[config.mk]
export PLATFORM = sky130hd
export DESIGN_NAME = seq_booth_mult
export DESIGN_NICKNAME = d
export VERILOG_FILES = /design/src/rtl/seq_booth_mult.sv
export SDC_FILE = /design/constraint.sdc
export NUM_CORES = 1
export LEC_CHECK = 0
export ABC_AREA = 1
export CAP_MARGIN = 25
export CORE_MARGIN = 4
export CORE_UTILIZATION = 40
export DETAILED_ROUTE_END_ITERATION = 8
export PLACE_DENSITY_LB_ADDON = 0.3
export SYNTH_ARGS = -nofsm -noshare
export SYNTH_HDL_FRONTEND = slang
export SYNTH_SLANG_ARGS = --single-unit
[constraint.sdc]
create_clock -name clk -period 2.6 [get_ports clk]
set_input_delay 0.78 -clock clk [delete_from_list [all_inputs] [get_ports clk]]
set_output_delay 0.78 -clock clk [all_outputs]
set_load 0.01 [all_outputs]
[src/rtl/seq_booth_mult.sv]
// Sequential radix-4 Booth multiplier: one Booth digit per clock, signed or unsigned per
// transaction, valid/ready handshakes on both sides.
module seq_booth_mult #(
  parameter int unsigned WIDTH = 8
) (
  input  logic               clk,
  input  logic               rst_n,
  input  logic               in_valid,
  output logic               in_ready,
  input  logic [WIDTH-1:0]   a,
  input  logic [WIDTH-1:0]   b,
  input  logic               signed_mode,
  output logic               out_valid,
  input  logic               out_ready,
  output logic [2*WIDTH-1:0] prod,
  output logic               busy
);

  localparam int unsigned W2   = WIDTH + 2;
  localparam int unsigned N    = W2 / 2;
  localparam int unsigned CntW = $clog2(N);

  if ((WIDTH < 4) || (WIDTH % 2 != 0)) begin : g_width_check
    $error("seq_booth_mult: WIDTH must be even and >= 4");
  end

  typedef enum logic [1:0] {StIdle, StCalc, StDone} state_e;

  state_e              state_q, state_d;
  logic [W2-1:0]       mcand_q;
  logic [W2+1:0]       hi_q;
  logic [W2-1:0]       lo_q;
  logic                bprev_q;
  logic [CntW-1:0]     cnt_q;
  logic [2*WIDTH-1:0]  prod_q;

  logic [2:0]          win;
  logic [W2+1:0]       mcand_ext;
  logic [W2+1:0]       pp;
  logic [W2+1:0]       sum;
  logic [2*W2+1:0]     shifted;
  logic                last;

  // Datapath: {hi, lo} is the running product; lo starts as the multiplier and shifts out
  // two bits per step, so the Booth window is always lo[1:0] plus the last bit shifted out.
  always_comb begin
    win       = {lo_q[1:0], bprev_q};
    mcand_ext = {{2{mcand_q[W2-1]}}, mcand_q};
    pp        = '0;
    unique case (win)
      3'b000, 3'b111: pp = '0;
      3'b001, 3'b010: pp = mcand_ext;
      3'b011:         pp = mcand_ext << 1;
      3'b100:         pp = -(mcand_ext << 1);
      3'b101, 3'b110: pp = -mcand_ext;
      default:        pp = '0;
    endcase
    sum     = hi_q + pp;
    shifted = $signed({sum, lo_q}) >>> 2;
    last    = (cnt_q == CntW'(N - 1));
  end

  always_ff @(posedge clk or negedge rst_n) begin
    if (!rst_n) begin
      mcand_q <= '0;
      hi_q    <= '0;
      lo_q    <= '0;
      bprev_q <= 1'b0;
      cnt_q   <= '0;
      prod_q  <= '0;
    end else begin
      unique case (state_q)
        StIdle: begin
          if (in_valid) begin
            // Zero-extension lets unsigned operands run through the signed datapath.
            mcand_q <= {{2{signed_mode & a[WIDTH-1]}}, a};
            lo_q    <= {{2{signed_mode & b[WIDTH-1]}}, b};
            hi_q    <= '0;
            bprev_q <= 1'b0;
            cnt_q   <= '0;
          end
        end
        StCalc: begin
          hi_q    <= shifted[2*W2+1:W2];
          lo_q    <= shifted[W2-1:0];
          bprev_q <= lo_q[1];
          cnt_q   <= cnt_q + CntW'(1);
          if (last) begin
            prod_q <= shifted[2*WIDTH-1:0];
          end
        end
        default: ;
      endcase
    end
  end

  // FSM state register
  always_ff @(posedge clk or negedge rst_n) begin
    if (!rst_n) begin
      state_q <= StIdle;
    end else begin
      state_q <= state_d;
    end
  end

  // FSM next state
  always_comb begin
    state_d = state_q;
    unique case (state_q)
      StIdle:  if (in_valid)  state_d = StCalc;
      StCalc:  if (last)      state_d = StDone;
      StDone:  if (out_ready) state_d = StIdle;
      default:                state_d = StIdle;
    endcase
  end

  // FSM outputs
  always_comb begin
    in_ready  = (state_q == StIdle);
    out_valid = (state_q == StDone);
    busy      = (state_q != StIdle);
  end

  assign prod = prod_q;

endmodule

==> out/metrics.yaml <==
clock_sinks: 51
setup_ws_ns: 0.0322
netlist_instances: 377
async_reset_ff_share_pct: 100
cpPeakStageDelay_ns: 0.42
grt_usage_pct: 17.4
setup_violations: 0
dpl.cell_count: 523
area_growth_syn_to_layout_pct: 29.7
path_clk_slew_ns: 0.11
synth_seq_cells: 51
ys_seq_area_share_pct: 42.0
fp.dieArea_um2: 9050
postSynthAreaPerCell_um2: 8.05
cts-buffers-inserted: 5
num_vias: 2760
netlist_top_cells_count: "nand2_1, dfrtp_1, inv_1, o21ai_0, nand3_1"
firstDrtPassIters: 5
dp_hpwl_um: 5420
synthSimpleGateAreaFrac_pct: 26.0
core_area_um2: 7330
cp_common_cell: "inv_1"
hold_class: "reg -> reg"
period_needed_ns: 2.57
io_buffers: 39
die-width_um: 95.1
die_y_um: 95.1
synth_mux_area_share_pct: 0
worstPathCellList: "inv_1 > ha_4 > nand2_4 > nor2_4 > xor2_1 > inv_1 > a21oi_1 > o21ai_1 > ha_1 > nand2_2 > o21ai_1 > inv_1 > nand2_1 > or2_2 > nand3_1 > nand2_1"
required_ns: 2.82
pin_count: 40
fin_skew_ns: 0.0142
stdcell_count: 537
yosys.area_share.xor_xnor_pct: 2.31
pre_cts_slack_ns: -0.0436
grt_start_max_net_pins: 32
worstPathArrival_ns: 2.79
synth_nets: 413
ys_warn_count: 0
gp_congestion: 0.931
rows: 31
layout.nets: 473
ant_nets: 0
grt_pass1_vias: 2693
synthAdderAreaFrac_pct: 6.43
fmax_mhz: 389
criticalPathCategory: "reg -> reg"
drt-total-wl_um: 7470
yosys.cell_count.top_type: "nand2_1"
worstMarginPinSlew_ns: 0.734
crit_slowest_cell: "dfrtp_1"
htreeDepth: 2
layout-drive-gt1-share_pct: 21.5
tns_ns: 0
grt_overflow: 0
relSlewSlack_pct: 51.1
reg2reg_slack_ns: 0.03
synth_flop_cell: "dfrtp_1"
synth_edf_count: 0
synth_largest_area_cell: "dfrtp_1"
fin_crit_sh_pct: 98.8
synth_top_area_share_pct: 42.0
antenna_cells: 0
synth_top_family_by_area: "simple AND/OR/NAND/NOR gates"
status: "completed"
cp-end-kind: "register"
tritoncts: "built"
hold_violations: 0
drtIter0Drc: 116
clk_path_buf_depth: 2
routed_via_density: 5.14
fin_util_pct: 53.7
synth-compound-area-share_pct: 16.2
critPathLaunchType: "register"
initial_utilization_pct: 41.4
wl_per_cell_um: 13.9
slew_violations: 0
grt_pass1_wl_um: 12500
antenna_found_initial: 0
synth_area_leaders: "dfrtp_1, nand2_1, ha_1"
root_buffer: "clkbuf_8"
drc: 0
netlist_area_um2: 3040
clkLatencyLatePin_ns: 0.32
cp_max_fo: 4
synthDistinctLibCells: 40
maxCapViolations: 0
n_fill_cell: 679
rsz0062_at_grt: "yes"
==> critical path: cells and delay by family, from the launching register on <==
family                     cells  cell delay (ns)
buffers and inverters          3             0.25
and+or+nand+nor                7             0.76
DFF                            1             0.42
AOI/OAI and AO/OA              3             0.34
adders and majority gates      2             0.54
xor gates and xnor gates       1             0.16
==> metrics by stage <==
stage	area [um2]	hold WS [ns]
2_1_floorplan	3040	0.433
3_3_place_gp	3610	0.449
3_5_place_dp	3610	0.462
4_1_cts	3730	0.477
5_1_grt	3940	0.503
6_report	3940	0.473
==> area by class of cell <==
cell class	instances	area, um2	area share [%]
Clock inverter	2	17.5	0.445
Multi-Input combinational cell	277	1740	44.2
Inverter	42	160	4.07
Timing Repair Buffer	60	547	13.9
Clock buffer	6	72.6	1.84
Sequential cell	51	1280	32.4
Tap cell	99	124	3.15
==> routing by layer <==
layer / wire [um] / vias up / global-route usage (%)
li1: - / 1382 / -
met1: 3620 / 1324 / 23.3
met2: 3430 / 40 / 28.0
met3: 230 / 14 / 2.84
met4: 193 / 0 / 7.09
met5: 0 / - / 0
==> sequential cells by signal, summed over array words and instances, names as in the netlist <==
signal and cells:
mcand_q 9, state_q 2, lo_q 10, cnt_q 3
prod 16, bprev_q 1, hi_q 10
==> cells in the final DEF, fill, tap and decap left out, types with 2 or more instances in the layout <==
| cell type | n |
|---|---|
| nand3_1 | 26 |
| nor2_4 | 5 |
| dfrtp_1 | 51 |
| xnor2_1 | 2 |
| clkdlybuf4s50_1 | 38 |
| o211ai_1 | 6 |
| nand2_1 | 96 |
| a21oi_2 | 7 |
| o22ai_1 | 4 |
| clkbuf_8 | 5 |
| xor2_2 | 3 |
| ha_4 | 4 |
| inv_2 | 7 |
| nor2_2 | 5 |
| inv_1 | 34 |
| ha_1 | 9 |
| o21ai_2 | 11 |
| o2111ai_2 | 2 |
| nor3_1 | 5 |
| buf_4 | 20 |
| a21oi_1 | 7 |
| a221oi_1 | 5 |
| nor2_1 | 20 |
| nand4_1 | 2 |
| o21ai_1 | 6 |
| xor2_1 | 3 |
| or2_2 | 2 |
| clkinv_4 | 2 |
| nand2_2 | 7 |
| o21ai_0 | 21 |
| nand3_2 | 3 |
==> path summary, 6_finish.rpt <==
| check | cells after the start | from | end |
|---|---|---|---|
| worst max-delay path | 16 | mcand_q[0] | prod[15] |
| worst min-delay path | 1 | cnt_q[2] | cnt_q[2] |
| worst max register to register | 16 | mcand_q[0] | prod[15] |
| worst min register to register | 1 | cnt_q[2] | cnt_q[2] |
| max in group asynchronous | 2 | rst_n | prod[9] |
| min in group asynchronous | 1 | rst_n | state_q[1] |
==> logic make-up after synthesis <==
logic type	after synthesis
AO/OA/AOI/OAI	78
adder cells (fa/ha/maj)	15
flip-flops	51
AND/OR/NAND/NOR	176
buffers and inverters	49
XOR/XNOR	8
==> timing repair <==
action	4_1_cts	5_1_grt
hold buffers	0	0
setup buffers	3	3
gates resized for setup	7	46
pin swaps	7	24
endpoints found under the setup margin	8	14
Power is left out: the tool's default activity adds up to more than one toggle a clock period on the data nets, which glitch-free logic cannot reach.
